`src/rtl/i2c_mem_wb_arbiter.sv`:
```
// i2c_mem_wb_arbiter: round-robin two-master Wishbone B3 arbiter for the I2C test memory; I2C_MEM_ARB_TIMEOUT_EN adds a stall abort
module i2c_mem_wb_arbiter #(
  parameter int AW = 8,
  parameter int DW = 8,
  parameter int TIMEOUT = 15
) (
  input  logic          clk_i,
  input  logic          rst_i,
  input  logic [AW-1:0] m0_adr_i,
  input  logic [DW-1:0] m0_dat_i,
  input  logic          m0_we_i,
  input  logic          m0_cyc_i,
  input  logic          m0_stb_i,
  input  logic [2:0]    m0_cti_i,
  output logic [DW-1:0] m0_dat_o,
  output logic          m0_ack_o,
  output logic          m0_err_o,
  input  logic [AW-1:0] m1_adr_i,
  input  logic [DW-1:0] m1_dat_i,
  input  logic          m1_we_i,
  input  logic          m1_cyc_i,
  input  logic          m1_stb_i,
  input  logic [2:0]    m1_cti_i,
  output logic [DW-1:0] m1_dat_o,
  output logic          m1_ack_o,
  output logic          m1_err_o,
  output logic [AW-1:0] s_adr_o,
  output logic [DW-1:0] s_dat_o,
  output logic          s_we_o,
  output logic          s_cyc_o,
  output logic          s_stb_o,
  output logic [2:0]    s_cti_o,
  input  logic [DW-1:0] s_dat_i,
  input  logic          s_ack_i,
  input  logic          s_err_i,
  output logic [1:0]    gnt_o
);
  typedef enum logic [1:0] {
    IDLE, GNT0, GNT1
`ifdef I2C_MEM_ARB_TIMEOUT_EN
    , ABORT
`endif
  } state_t;
  state_t state;
  logic last;
  logic g0;
  logic g1;
  logic to;
  assign g0 = state == GNT0;
  assign g1 = state == GNT1;
  always_comb begin
    s_adr_o = g0 ? m0_adr_i : g1 ? m1_adr_i : '0;
    s_dat_o = g0 ? m0_dat_i : g1 ? m1_dat_i : '0;
    s_we_o  = g0 ? m0_we_i  : g1 ? m1_we_i  : 1'b0;
    s_cyc_o = g0 ? m0_cyc_i : g1 ? m1_cyc_i : 1'b0;
    s_stb_o = g0 ? m0_stb_i : g1 ? m1_stb_i : 1'b0;
    s_cti_o = g0 ? m0_cti_i : g1 ? m1_cti_i : 3'b111;
  end
  assign m0_dat_o = s_dat_i;
  assign m1_dat_o = s_dat_i;
  assign m0_ack_o = g0 & s_ack_i;
  assign m1_ack_o = g1 & s_ack_i;
  assign m0_err_o = g0 & (s_err_i | to);
  assign m1_err_o = g1 & (s_err_i | to);
`ifdef I2C_MEM_ARB_TIMEOUT_EN
  localparam int CW = $clog2(TIMEOUT + 1) > 4 ? $clog2(TIMEOUT + 1) : 4;
  logic [CW-1:0] cnt;
  logic stall;
  assign stall = s_stb_o & ~s_ack_i & ~s_err_i;
  // the current stalled cycle counts, so the abort lands on stall cycle TIMEOUT
  assign to = stall && (cnt + 1'b1) == CW'(TIMEOUT);
  always_ff @(posedge clk_i)
    cnt <= (rst_i || !stall) ? '0 : cnt + 1'b1;
`else
  assign to = 1'b0;
`endif
  always_ff @(posedge clk_i) begin
    if (rst_i) begin
      state <= IDLE;
      gnt_o <= 2'b00;
      last  <= 1'b1;
    end else begin
      case (state)
        IDLE:
          if (m0_cyc_i && (!m1_cyc_i || last)) begin
            state <= GNT0;
            gnt_o <= 2'b01;
          end else if (m1_cyc_i) begin
            state <= GNT1;
            gnt_o <= 2'b10;
          end
        GNT0:
          if (!m0_cyc_i) begin
            state <= IDLE;
            gnt_o <= 2'b00;
            last  <= 1'b0;
          end
`ifdef I2C_MEM_ARB_TIMEOUT_EN
          else if (to) state <= ABORT;
`endif
        GNT1:
          if (!m1_cyc_i) begin
            state <= IDLE;
            gnt_o <= 2'b00;
            last  <= 1'b1;
          end
`ifdef I2C_MEM_ARB_TIMEOUT_EN
          else if (to) state <= ABORT;
        ABORT:
          if (!(gnt_o[1] ? m1_cyc_i : m0_cyc_i)) begin
            state <= IDLE;
            gnt_o <= 2'b00;
            last  <= gnt_o[1];
          end
`endif
        default: begin
          state <= IDLE;
          gnt_o <= 2'b00;
        end
      endcase
    end
  end
endmodule

```
`config.mk`:
```
export PLATFORM = sky130hd
export DESIGN_NAME = i2c_mem_wb_arbiter
export DESIGN_NICKNAME = d
export VERILOG_FILES = /design/src/rtl/i2c_mem_wb_arbiter.sv
export SDC_FILE = /design/constraint.sdc
export NUM_CORES = 1
export LEC_CHECK = 0
export ABC_AREA = 1
export CORE_ASPECT_RATIO = 0.8
export CORE_MARGIN = 3
export CORE_UTILIZATION = 25
export DETAILED_ROUTE_END_ITERATION = 10
export PLACE_DENSITY = 0.87
export SYNTH_ARGS = -nofsm -noshare
export SYNTH_HDL_FRONTEND = slang
export SYNTH_SLANG_ARGS = --single-unit
```
`constraint.sdc`:
```
create_clock -name clk_i -period 1.8 [get_ports clk_i]
set_clock_uncertainty 0.15 [all_clocks]
set_input_delay 0.36 -clock clk_i [delete_from_list [all_inputs] [get_ports clk_i]]
set_output_delay 0.36 -clock clk_i [all_outputs]
set_load 0.1 [all_outputs]
```
==> impl_results.rst <==
.. list-table::
   :header-rows: 1

   * - Metric
     - Value
   * - Final Routed Wirelength
     - around 3100 um
   * - TritonCTS clock tree
     - done
   * - Synthesis warning total
     - 0
   * - Post-placement cell count
     - 210
   * - First-pass GRT wire length
     - a little under 5000 um
   * - Shortest clock period the worst path allows after layout
     - 1780 ps
   * - HP Class
     - in -> reg
   * - Global-route usage over all layers
     - between 10% and 20%
   * - TNS Setup
     - 0 ps
   * - Synth area leader
     - sky130_fd_sc_hd__nand2_1
   * - DR iter-0 viols
     - 57
   * - Via-to-Cell Ratio
     - between 4 and 5
   * - Top area cells in the synthesized netlist
     - sky130_fd_sc_hd__nand2_1, sky130_fd_sc_hd__buf_4, sky130_fd_sc_hd__nand3_1
   * - Antenna violation net count after detailed routing
     - 0
   * - Rel. slew slack
     - a little under nine tenths
   * - Post-synthesis cell area
     - 661 um2
   * - Finish-stage setup viols
     - 0
   * - Final hold violations
     - 0
   * - Initial antenna violation count
     - 0
   * - CTS H-tree lvls
     - 1
   * - Vias in the first global route
     - 973
   * - CP startpoint
     - state[1]$_SDFFE_PP0P_
   * - Number of iterations in the first detailed-routing pass
     - 4
   * - Die W
     - around 63 um
   * - Biggest fanout along the worst timing path
     - 5
   * - CTS sink count
     - 3
   * - Crit path required time
     - roughly 1300 ps
   * - Insertion delay of the later-clocked pin in the worst-skew pair
     - roughly 250 ps
   * - Proportion of synthesized chip area in sequential cells
     - slightly above 9%
   * - Timing-limited maximum frequency
     - around 560 MHz
   * - Deepest clock path buffer count
     - 2
   * - Flop and latch count out of synthesis
     - 3
   * - Min-delay src
     - m0_cyc_i
   * - Number of instances in the synthesized netlist
     - ~110
   * - Full die area
     - 3300 um2
   * - Remaining global-route overflow
     - 0
   * - Site Rows
     - 16
   * - Critical Path End Type
     - output port
   * - Non-filler cells in the finished layout
     - 220
   * - Run status
     - complete, no violations
   * - Total chip power
     - about 0.0014 W
   * - Final-report max-slew violation count
     - 0
   * - Fraction of the cycle the final worst path needs
     - a little over nine tenths
   * - Nets in the synthesized netlist
     - between 150 and 200
   * - Starting density of the core
     - between 20% and 30%
   * - Clock root buffer
     - sky130_fd_sc_hd__clkbuf_4
   * - Ratio of cells with drive above 1 in the final layout
     - 47.8%
   * - Type of element launching the critical path
     - flip-flop
   * - Synth top area share
     - roughly 23%
   * - Boundary pin count
     - 100
   * - HPWL reported at the end of detailed placement
     - 2480 um
   * - Core area
     - about 2500 um2
   * - Data arrival at the endpoint of the critical path
     - ~1300 ps
   * - Avg WL per Cell
     - around 14 um
   * - Largest net degree at the start of global routing
     - 20
   * - Worst-margin pin slew
     - 210 ps
   * - Startpoint-to-endpoint class of the critical path
     - reg -> out
   * - Net count of the finished layout
     - 241
   * - Vias post-DR
     - about 1000
   * - Power per cell area
     - ~710 nW/um2
   * - Max-cap violations
     - 0
   * - Die height
     - 52.0 um
   * - Avg Cell Area, Syn
     - slightly below 6 um2
   * - IO Port Bufs
     - between 70 and 80
   * - Layout overhead on the synthesized area
     - 199%
   * - Number of DRC violations after detailed routing
     - 0
   * - Worst R2R Start
     - state[0]$_SDFFE_PP0P_
   * - Placer's final routability congestion estimate
     - 0.675
   * - Number of distinct library cell variants in the gate-level netlist after synthesis
     - 18
   * - CTS clock-pin slew for the worst setup and hold paths
     - 50 ps
   * - Unrepaired setup endpoints after global routing
     - true
   * - Antenna Cells
     - 0
   * - Leakage power
     - about 0.85 nW
   * - Peak supply drop
     - 0.000515 V
   * - Number of buffers created by CTS
     - 3
metrics by stage:
| step | cell area (um2) | utilization (%) | worst slack, ps | hold WS (ps) |
|---|---|---|---|---|
| floorplan | 882 | - | -83.5 | 269 |
| global route | 1980 | 79.6 | -21.9 | 350 |
| global placement | 1820 | 73.1 | -18.6 | 329 |
| CTS | 1930 | 77.7 | 1.22 | 412 |
| detailed placement | 1820 | 73.1 | -32.4 | 402 |
| finish | 1980 | 79.6 | 24.5 | 334 |
worst max-delay path, stage by stage (launching register included):
cell and delay [ps]:
sky130_fd_sc_hd__dfxtp_4 410, sky130_fd_sc_hd__nand2_8 100, sky130_fd_sc_hd__o22ai_4 200, sky130_fd_sc_hd__clkinvlp_4 120
sky130_fd_sc_hd__buf_12 170
worst paths after layout:
kind                      endpoint  slack (ps)  cells after the start
max                     s_cti_o[2]          20                      4
min          state[0]$_SDFFE_PP0P_         330                      3
max reg2reg  state[1]$_SDFFE_PP0P_         430                      8
min reg2reg      last$_SDFFE_PP1P_         420                      2
registers in the layout (all words and copies together), names as in the netlist:
register and flops:
state 2, last 1
where the power goes:
| group | internal, W | total, W | switching [W] | leakage [nW] |
|---|---|---|---|---|
| sequential | 0.0000739 | 0.0000874 | 0.0000135 | 0.0260 |
| clock | 0.0000839 | 0.000131 | 0.0000472 | 0.0150 |
| combinational | 0.000459 | 0.00118 | 0.000718 | 0.810 |
routing by layer:
layer | vias up | share of wire (%) | track usage (%)
li1 | 486 | - | -
met1 | 448 | 38 | 21.9
met2 | 56 | 54 | 35.0
met3 | 4 | 7.4 | 5.62
met4 | 0 | 0.52 | 2.51
met5 | - | 0 | 0
cells in the mapped netlist (all sizes together):
library cell and n:
o22ai 3, buf 21, dfxtp 3, inv 10, nand2 42, nand3 21
nor2 9, a21oi 1, o211ai 1, o21ai 2, nand3b 1
cell type report:
class | instances | area (um2)
clock buffer | 4 | 26.3
fill | 178 | 505
tap | 36 | 45.0
multi-input combinational | 80 | 598
sequential | 3 | 67.6
inverter | 10 | 68.8
timing repair buffer | 87 | 1170
cells in the final DEF (no fill, tap or decap), types with 5 or more instances in the layout:
cell,n
sky130_fd_sc_hd__buf_12,30
sky130_fd_sc_hd__buf_4,8
sky130_fd_sc_hd__clkdlybuf4s50_1,40
sky130_fd_sc_hd__dlymetal6s2s_1,6
sky130_fd_sc_hd__nand2_1,20
sky130_fd_sc_hd__nand2_2,10
sky130_fd_sc_hd__nand2_4,9
sky130_fd_sc_hd__nand3_1,13
sky130_fd_sc_hd__nand3_2,8
sky130_fd_sc_hd__nor2_1,5
logic make-up after synthesis:
logic type / count (synthesis) / share of synthesized area [%]
compound gates: 7 / 6.25
buf+inv: 31 / 33.3
flops: 3 / 9.09
simple gates: 73 / 51.3
repair_timing:
item                       CTS  global route
setup buffers                5             1
hold buffers                 0             0
resized for setup           12            12
pin swaps                    3             4
setup endpoints to repair   22            10
No activity file was read; power rests on OpenSTA's default activity.
